--- config.mk ---
export PLATFORM = sky130hd
export DESIGN_NAME = uart_rx
export DESIGN_NICKNAME = d
export VERILOG_FILES = /design/src/rtl/uart_rx.sv
export SDC_FILE = /design/constraint.sdc
export NUM_CORES = 1
export LEC_CHECK = 0
export CORE_MARGIN = 1.5
export CORE_UTILIZATION = 49
export DETAILED_ROUTE_END_ITERATION = 8
export PLACE_DENSITY = 0.72
export SLEW_MARGIN = 20
export SYNTH_ARGS = -nofsm -noshare
export SYNTH_HDL_FRONTEND = slang
export SYNTH_SLANG_ARGS = --single-unit
--- constraint.sdc ---
create_clock -name clk -period 2.78 [get_ports clk]
set_clock_uncertainty 0.05 [all_clocks]
set_input_delay 0.278 -clock clk [delete_from_list [all_inputs] [get_ports clk]]
set_output_delay 0.278 -clock clk [all_outputs]
set_load 0.01 [all_outputs]
--- src/rtl/uart_rx.sv ---
// UART receiver with oversampled bit timing, optional parity and one or two
// stop bits. Received bytes are presented on a valid/ready output port.
//
// Handshake: a byte transfers on every clock where valid_o && ready_i are both
// high. While valid_o is high and ready_i is low, data_o and the error flags
// hold steady. A byte that completes while the port is still holding an
// unaccepted byte is dropped and overrun_o pulses for one clock.
module uart_rx #(
  parameter logic [7:0] OVERSAMPLE = 8'd16
) (
  input  logic        clk,
  input  logic        rst,
  input  logic [15:0] baud_div,
  input  logic        rx_i,
  input  logic [1:0]  parity,
  input  logic        stop2,
  output logic [7:0]  data_o,
  output logic        valid_o,
  input  logic        ready_i,
  output logic        parity_err_o,
  output logic        frame_err_o,
  output logic        overrun_o,
  output logic        busy_o,
  output logic [2:0]  state_o
);

  typedef enum logic [2:0] {
    S_IDLE  = 3'd0,
    S_START = 3'd1,
    S_DATA  = 3'd2,
    S_PAR   = 3'd3,
    S_STOP1 = 3'd4,
    S_STOP2 = 3'd5
  } state_t;

  localparam logic [7:0] OS_LAST   = OVERSAMPLE - 8'd1;
  localparam logic [7:0] HALF_LAST = (OVERSAMPLE >> 1) - 8'd1;

  state_t      state, state_d;
  logic [15:0] tick_cnt;
  logic        tick;
  logic        rx_s1, rxs;
  logic [7:0]  os, os_d;
  logic [2:0]  bit_cnt, bit_cnt_d;
  logic [7:0]  sh, sh_d;
  logic        perr_acc, perr_d;
  logic        ferr_acc, ferr_d;
  logic        complete;
  logic        armed;
  logic        load, drop;

  assign tick = (tick_cnt == 16'd0);

  // Sample-tick divider: reload on zero so a new baud_div lands at the next reload.
  always_ff @(posedge clk) begin
    if (rst)        tick_cnt <= 16'd0;
    else if (tick)  tick_cnt <= baud_div;
    else            tick_cnt <= tick_cnt - 16'd1;
  end

  // Two-flop synchronizer on the asynchronous line, idle-high reset values.
  always_ff @(posedge clk) begin
    if (rst) begin
      rx_s1 <= 1'b1;
      rxs   <= 1'b1;
    end else begin
      rx_s1 <= rx_i;
      rxs   <= rx_s1;
    end
  end

  // A break leaves the line low after completion; only re-arm start detection
  // once the line has been seen high on a tick.
  always_ff @(posedge clk) begin
    if (rst)              armed <= 1'b0;
    else if (complete)    armed <= rxs;
    else if (tick && rxs) armed <= 1'b1;
  end

  // State register plus the per-frame datapath registers it steers.
  always_ff @(posedge clk) begin
    if (rst) begin
      state    <= S_IDLE;
      os       <= 8'd0;
      bit_cnt  <= 3'd0;
      sh       <= 8'd0;
      perr_acc <= 1'b0;
      ferr_acc <= 1'b0;
    end else begin
      state    <= state_d;
      os       <= os_d;
      bit_cnt  <= bit_cnt_d;
      sh       <= sh_d;
      perr_acc <= perr_d;
      ferr_acc <= ferr_d;
    end
  end

  // Next-state logic: everything advances only on a sample tick.
  always_comb begin
    state_d   = state;
    os_d      = os;
    bit_cnt_d = bit_cnt;
    sh_d      = sh;
    perr_d    = perr_acc;
    ferr_d    = ferr_acc;
    complete  = 1'b0;
    if (tick) begin
      case (state)
        S_IDLE: begin
          if (!rxs && armed) begin
            state_d = S_START;
            os_d    = HALF_LAST;
          end
        end
        S_START: begin
          if (os == 8'd0) begin
            if (!rxs) begin
              state_d   = S_DATA;
              os_d      = OS_LAST;
              bit_cnt_d = 3'd0;
              perr_d    = 1'b0;
              ferr_d    = 1'b0;
            end else begin
              state_d = S_IDLE;
            end
          end else begin
            os_d = os - 8'd1;
          end
        end
        S_DATA: begin
          if (os == 8'd0) begin
            sh_d = {rxs, sh[7:1]};
            os_d = OS_LAST;
            if (bit_cnt == 3'd7) state_d = (parity != 2'd0) ? S_PAR : S_STOP1;
            else                 bit_cnt_d = bit_cnt + 3'd1;
          end else begin
            os_d = os - 8'd1;
          end
        end
        S_PAR: begin
          if (os == 8'd0) begin
            perr_d  = (parity == 2'd1) ? (rxs != ^sh) : (rxs != ~^sh);
            os_d    = OS_LAST;
            state_d = S_STOP1;
          end else begin
            os_d = os - 8'd1;
          end
        end
        S_STOP1: begin
          if (os == 8'd0) begin
            if (!rxs) ferr_d = 1'b1;
            if (stop2) begin
              state_d = S_STOP2;
              os_d    = OS_LAST;
            end else begin
              state_d  = S_IDLE;
              complete = 1'b1;
            end
          end else begin
            os_d = os - 8'd1;
          end
        end
        S_STOP2: begin
          if (os == 8'd0) begin
            if (!rxs) ferr_d = 1'b1;
            state_d  = S_IDLE;
            complete = 1'b1;
          end else begin
            os_d = os - 8'd1;
          end
        end
        default: state_d = S_IDLE;
      endcase
    end
  end

  // Output decode: busy/debug state and whether a finished byte is kept or dropped.
  always_comb begin
    busy_o  = (state != S_IDLE);
    state_o = state;
    load    = complete && (!valid_o || ready_i);
    drop    = complete && valid_o && !ready_i;
  end

  // Output port registers: load on completion, clear valid on acceptance.
  always_ff @(posedge clk) begin
    if (rst) begin
      data_o       <= 8'h00;
      valid_o      <= 1'b0;
      parity_err_o <= 1'b0;
      frame_err_o  <= 1'b0;
      overrun_o    <= 1'b0;
    end else begin
      overrun_o <= drop;
      if (load) begin
        data_o       <= sh_d;
        parity_err_o <= perr_d;
        frame_err_o  <= ferr_d;
        valid_o      <= 1'b1;
      end else if (valid_o && ready_i) begin
        valid_o <= 1'b0;
      end
    end
  end

endmodule

==> metrics, run 1 <==
Tot Pwr=0.00230 W; post-place setup slack=0.505 ns; cells taking the most area after synthesis=dfxtp_1 37%, mux2i_1 6.8%, nor2_1 6.0%; Sink Count=55; Final ANT Viol Nets=0; Overflow after GRT=0; CTS root buf=clkbuf_8; crit path time final=2.38 ns; post-synth top area cell=dfxtp_1; initial antenna violation count=0; Crit. End Element=flip-flop; worst-margin pin slew=0.593 ns; P_leak=1.35 nW; core area=0.00589 mm²; Worst Path Required=2.97 ns; number of distinct library cells after synthesis=62; post-cts sizing count=0; CTS clock-pin slew for the worst setup and hold paths=0.10 ns; reg-to-reg startpoint=os[0]; DIE AREA=0.00651 mm²; post-synth net total=361; DRC violations left=0; Mean Syn Cell Area=8.87 µm²; min-delay src=rst; H-tree levels=2; Hold Path Class=in2reg; Yosys top cell area share=37.3%; initial core utilization=50.2%; Worst Slack Setup Final=0.397 ns; CTS Buf Count=5; postcts setup bufs=0; number of flops mapped to enable cells by yosys=0; DR iter-0 viols=112; Longest Clk Path Bufs=2; Gate Count Post-Synth=333; CTS tree=yes; CP arrival=2.57 ns; Final Hold Viols=0; Cell Rows=28; Final Wtd Congestion=0.800; WL final=6.26 mm; Setup TNS=0 ns; top-count cell post-synth=dfxtp_1; Max transition margin=60.1%; power density cells=654 mW/mm²; vias per cell=5.52; All-Layer GR Usage=21.1%; Final Slew Violations=0; Filler cells=550; crit path kind=reg2reg; total number of vias=2,434; Synth top cells by count=55 x dfxtp_1, 47 x nor2_1, 20 x mux2i_1, 16 x a21oi_1, 15 x xnor2_1; Antenna Cells=0; Crit. Startpoint=os[0]; vias in the first global route=2,311; ys flop type=dfxtp_1; Post-CTS Hold Buffers=0; Yosys reg bits=55; largest net degree at the start of global routing=31; synthesized area=0.00296 mm²; Seq/Total Area, Yosys=37.3%; top achievable clock speed=420 MHz; status=completed; first-pass GRT wire length=10.8 mm; Nets=393; synth warn=0; Area growth syn-to-layout=19.0%; placed inst area=0.00338 mm²; DIE HEIGHT=80.7 µm; TritonRoute pass-1 iters=4; post-route cell area=0.00352 mm²; Synth async-reset ratio=0%; DP HPWL=4.49 mm; max-cap check violation count=0; final core occ=59.7%; share of cells above drive strength 1=10.9%; RSZ-0062 raised after global routing=false; final worst path period share=85.7%; Final Setup Violations=0; routed wire length per instance=14.2 µm; Max rail drop VDD=0.000529 V; worst-path maximum fanout=6; Die X=80.7 µm; clk_lat worst skew=0.31 ns; Worst setup SP type=flip-flop; IO Port Bufs=38; Ports=39
## critical path, cell delays in order, from the launching register on
cell and delay [ns]:
dfxtp_1 0.36, inv_1 0.09, ha_1 0.15, nor3b_1 0.50, o311ai_0 0.23, and3_1 0.27
or4b_1 0.51, a21oi_1 0.15
## state kept, by name, summed over array words and instances (netlist names)
| register | count |
|---|---|
| armed | 1 |
| bit_cnt | 3 |
| data_o | 8 |
| ferr_acc | 1 |
| frame_err_o | 1 |
| os | 8 |
| overrun_o | 1 |
| parity_err_o | 1 |
| perr_acc | 1 |
| rx_s1 | 1 |
| rxs | 1 |
| sh | 8 |
| state_o | 3 |
| tick_cnt | 16 |
| valid_o | 1 |
## power breakdown
part	internal [W]	switching [W]	total, W
Sequential	0.000870	0.0000942	0.000964
Clock	0.000360	0.000258	0.000618
Combinational	0.000311	0.000406	0.000717
Total	0.00154	0.000757	0.00230
## final timing paths
kind / end / slack (ns) / depth (start not counted)
min: data_o[0] / 0.36 / 2
max: state_o[1] / 0.40 / 7
min reg2reg: rxs / 0.37 / 1
max reg2reg: state_o[1] / 0.40 / 7
## per-layer routing
| layer | GRT usage, % | wire length (µm) |
|---|---|---|
| met1 | 27.3 | 3060 |
| met2 | 35.8 | 2920 |
| met3 | 3.41 | 200 |
| met4 | 6.21 | 71 |
| met5 | 0 | 0 |
## placed cells by master, fill, tap and decap left out, types with 3 or more instances in the layout
cell type	n
a21oi_1	16
nor3_1	14
inv_1	9
o21ai_0	8
o32ai_1	3
or3_1	6
o31ai_1	4
or2_2	4
nand2b_1	12
clkbuf_8	5
buf_4	5
xnor2_1	15
ha_1	5
or4_1	4
nand4_1	3
nor4_2	3
mux2i_1	20
nand2_1	8
xor2_1	3
a211oi_1	10
nor2_1	47
mux2_2	8
nor2b_1	4
dfxtp_1	55
and2_1	3
nand3_1	8
clkdlybuf4s50_1	37
## kinds of logic (layout without fill, tap and decap cells)
kind of cell    Yosys count  in the layout  share of synthesized area, %
simple gates            136            136                          26.3
compound gates           64             64                          15.3
flops                    55             55                          37.3
mux                      28             28                          9.82
buf+inv                  27             60                          3.81
xor+xnor                 18             18                          5.33
fa+ha+maj                 5              5                          2.12
## through the flow
step                      cells  hold slack, ns
final                       441           0.365
after global routing        441           0.383
after CTS                   441           0.370
after detailed placement    433           0.355
after global placement      433           0.344
after floorplan             333           0.332
## layout make-up
| cell class | instances | area, µm² | share of cell area, % |
|---|---|---|---|
| Clock buffer | 6 | 72.6 | 2.06 |
| Clock inverter | 2 | 60.1 | 1.71 |
| Inverter | 9 | 33.8 | 0.961 |
| Multi-Input combinational cell | 251 | 1740 | 49.5 |
| Sequential cell | 55 | 1100 | 31.3 |
| Tap cell | 75 | 93.8 | 2.67 |
| Timing Repair Buffer | 43 | 413 | 11.7 |
Power figures use the tool's default switching activity.
==> inputs of run 2 (changes only) <==
--- a/config.mk
+++ b/config.mk
@@ -5,10 +5,13 @@
 export SDC_FILE = /design/constraint.sdc
 export NUM_CORES = 1
 export LEC_CHECK = 0
+export CELL_PAD_IN_SITES_DETAIL_PLACEMENT = 0
+export CELL_PAD_IN_SITES_GLOBAL_PLACEMENT = 2
 export CORE_MARGIN = 1.5
-export CORE_UTILIZATION = 49
+export CORE_UTILIZATION = 34
 export DETAILED_ROUTE_END_ITERATION = 8
-export PLACE_DENSITY = 0.72
+export GPL_TIMING_DRIVEN = 1
+export PLACE_DENSITY_LB_ADDON = 0.1
 export SLEW_MARGIN = 20
 export SYNTH_ARGS = -nofsm -noshare
 export SYNTH_HDL_FRONTEND = slang
==> metrics, run 2 (synthesized netlist as in run 1, its figures left out) <==
Hold Path Class=reg2reg (was in2reg); post-cts sizing count=0 (unchanged); Nets=394 (was 393); core area=0.00830 mm² (was 0.00589 mm²); Filler cells=854 (was 550); first-pass GRT wire length=11.7 mm (was 10.8 mm); Antenna Cells=0 (unchanged); IO Port Bufs=38 (unchanged); Final Slew Violations=0 (unchanged); max reg flops=16 (unchanged); Tot Pwr=0.00226 W (was 0.00230 W); Post-CTS Hold Buffers=0 (unchanged); CTS clock-pin slew for the worst setup and hold paths=0.11 ns (was 0.10 ns); Area growth syn-to-layout=19.8% (was 19.0%); DR iter-0 viols=94 (was 112); worst path bufs/invs=1 (unchanged); power density cells=638 mW/mm² (was 654 mW/mm²); WL final=7.03 mm (was 6.26 mm); Die X=96.2 µm (was 80.7 µm); DIE HEIGHT=96.2 µm (was 80.7 µm); routed wire length per instance=14.9 µm (was 14.2 µm); crit path time final=2.37 ns (was 2.38 ns); Sink Count=55 (unchanged); DRC violations left=0 (unchanged); Crit. End Element=flip-flop (unchanged); share of cells above drive strength 1=11.2% (was 10.9%); Cell Rows=33 (was 28); Overflow after GRT=0 (unchanged); Longest Clk Path Bufs=2 (unchanged); largest net degree at the start of global routing=39 (was 31); commonest non-fill, non-tap cell in the layout=dfxtp_1 (unchanged); RSZ-0062 raised after global routing=false (unchanged); Final Setup Violations=0 (unchanged); P_leak=1.35 nW (about the same); Worst Path Required=2.94 ns (was 2.97 ns); Setup TNS=0 ns (unchanged); top achievable clock speed=422 MHz (was 420 MHz); Max transition margin=53.7% (was 60.1%); CP max stage cell=nor3b_1 (was or4b_1); initial antenna violation count=0 (unchanged); crit path kind=reg2reg (unchanged); total number of vias=2,470 (was 2,434); Reg with most FFs=tick_cnt (unchanged); CTS root buf=clkbuf_8 (unchanged); vias per cell=5.23 (was 5.52); H-tree levels=2 (unchanged); CP arrival=2.53 ns (was 2.57 ns); Worst setup SP type=flip-flop (unchanged); ordered cell list for the critical path=inv_1 > ha_1 > nor3b_1 > nand2_1 > o221a_2 > and3_1 > a221oi_1 (was inv_1 > ha_1 > nor3b_1 > o311ai_0 > and3_1 > or4b_1 > a21oi_1); clk_lat worst skew=0.31 ns (about the same); worst-margin pin slew=0.694 ns (was 0.593 ns); All-Layer GR Usage=16.1% (was 21.1%); postcts setup bufs=0 (unchanged); CTS tree=yes (unchanged); cell family with most CP delay=simple AND/OR/NAND/NOR gates (unchanged); Ports=39 (unchanged); flip-flop and latch area=0.00110 mm² (unchanged); Final ANT Viol Nets=0 (unchanged); most frequent cells in the layout=55 x dfxtp_1, 47 x nor2_1, 37 x clkdlybuf4s50_1 (unchanged); Final Hold Viols=0 (unchanged); Max rail drop VDD=0.000226 V (was 0.000529 V); worst-path maximum fanout=7 (was 6); max-cap check violation count=0 (unchanged); DP HPWL=5.11 mm (was 4.49 mm); initial core utilization=35.6% (was 50.2%); multi-input logic area=0.00174 mm² (unchanged); Crit path largest cell delay=0.50 ns (was 0.51 ns); final worst path period share=85.3% (was 85.7%); status=completed (unchanged); Final Wtd Congestion=0.708 (was 0.800); CTS Buf Count=5 (unchanged); vias in the first global route=2,409 (was 2,311); DIE AREA=0.00926 mm² (was 0.00651 mm²); TritonRoute pass-1 iters=4 (unchanged)
[run 2: power breakdown]
part / switching, W / internal (W) / leakage, nW
clock network: 0.000277 / 0.000273 / 0.0558
logic: 0.000421 / 0.000323 / 0.844
registers: 0.0000938 / 0.000870 / 0.446
[run 2: area by class of cell]
| cell class | count | share of cell area [%] |
|---|---|---|
| inverters | 9 | 0.954 |
| well taps | 105 | 3.71 |
| flip-flops and latches | 55 | 31.1 |
| repair buffers | 44 | 11.9 |
| multi-input cells | 251 | 49.2 |
| clock inverters | 2 | 1.10 |
| clock buffers | 6 | 2.05 |
[run 2: worst paths after layout]
| check | startpoint | cells after the start | to | slack [ns] |
|---|---|---|---|---|
| worst max register to register | os[0] | 7 | os[2] | 0.41 |
| worst max-delay path | os[0] | 7 | os[2] | 0.41 |
| worst min register to register | rx_s1 | 1 | rxs | 0.37 |
| worst min-delay path | rx_s1 | 1 | rxs | 0.37 |
[run 2: through the flow]
step                worst slack, ns  hold WS [ns]  instance area [µm²]  utilization (%)  instances
floorplan                     0.776         0.332                 2960                -        333
global placement              0.436         0.345                 3430             41.3        464
detailed placement            0.414         0.348                 3430             41.3        464
CTS                           0.386         0.375                 3540             42.7        472
global route                  0.196         0.381                 3540             42.7        472
finish                        0.409         0.369                 3540             42.7        472
[run 2: routing by layer]
metal	up-vias	share of wire [%]	track usage (%)
met4	0	0.47	3.31
met2	27	46	27.1
met3	2	1.8	2.45
li1	1261	-	-
met5	-	0	0
met1	1180	52	21.7
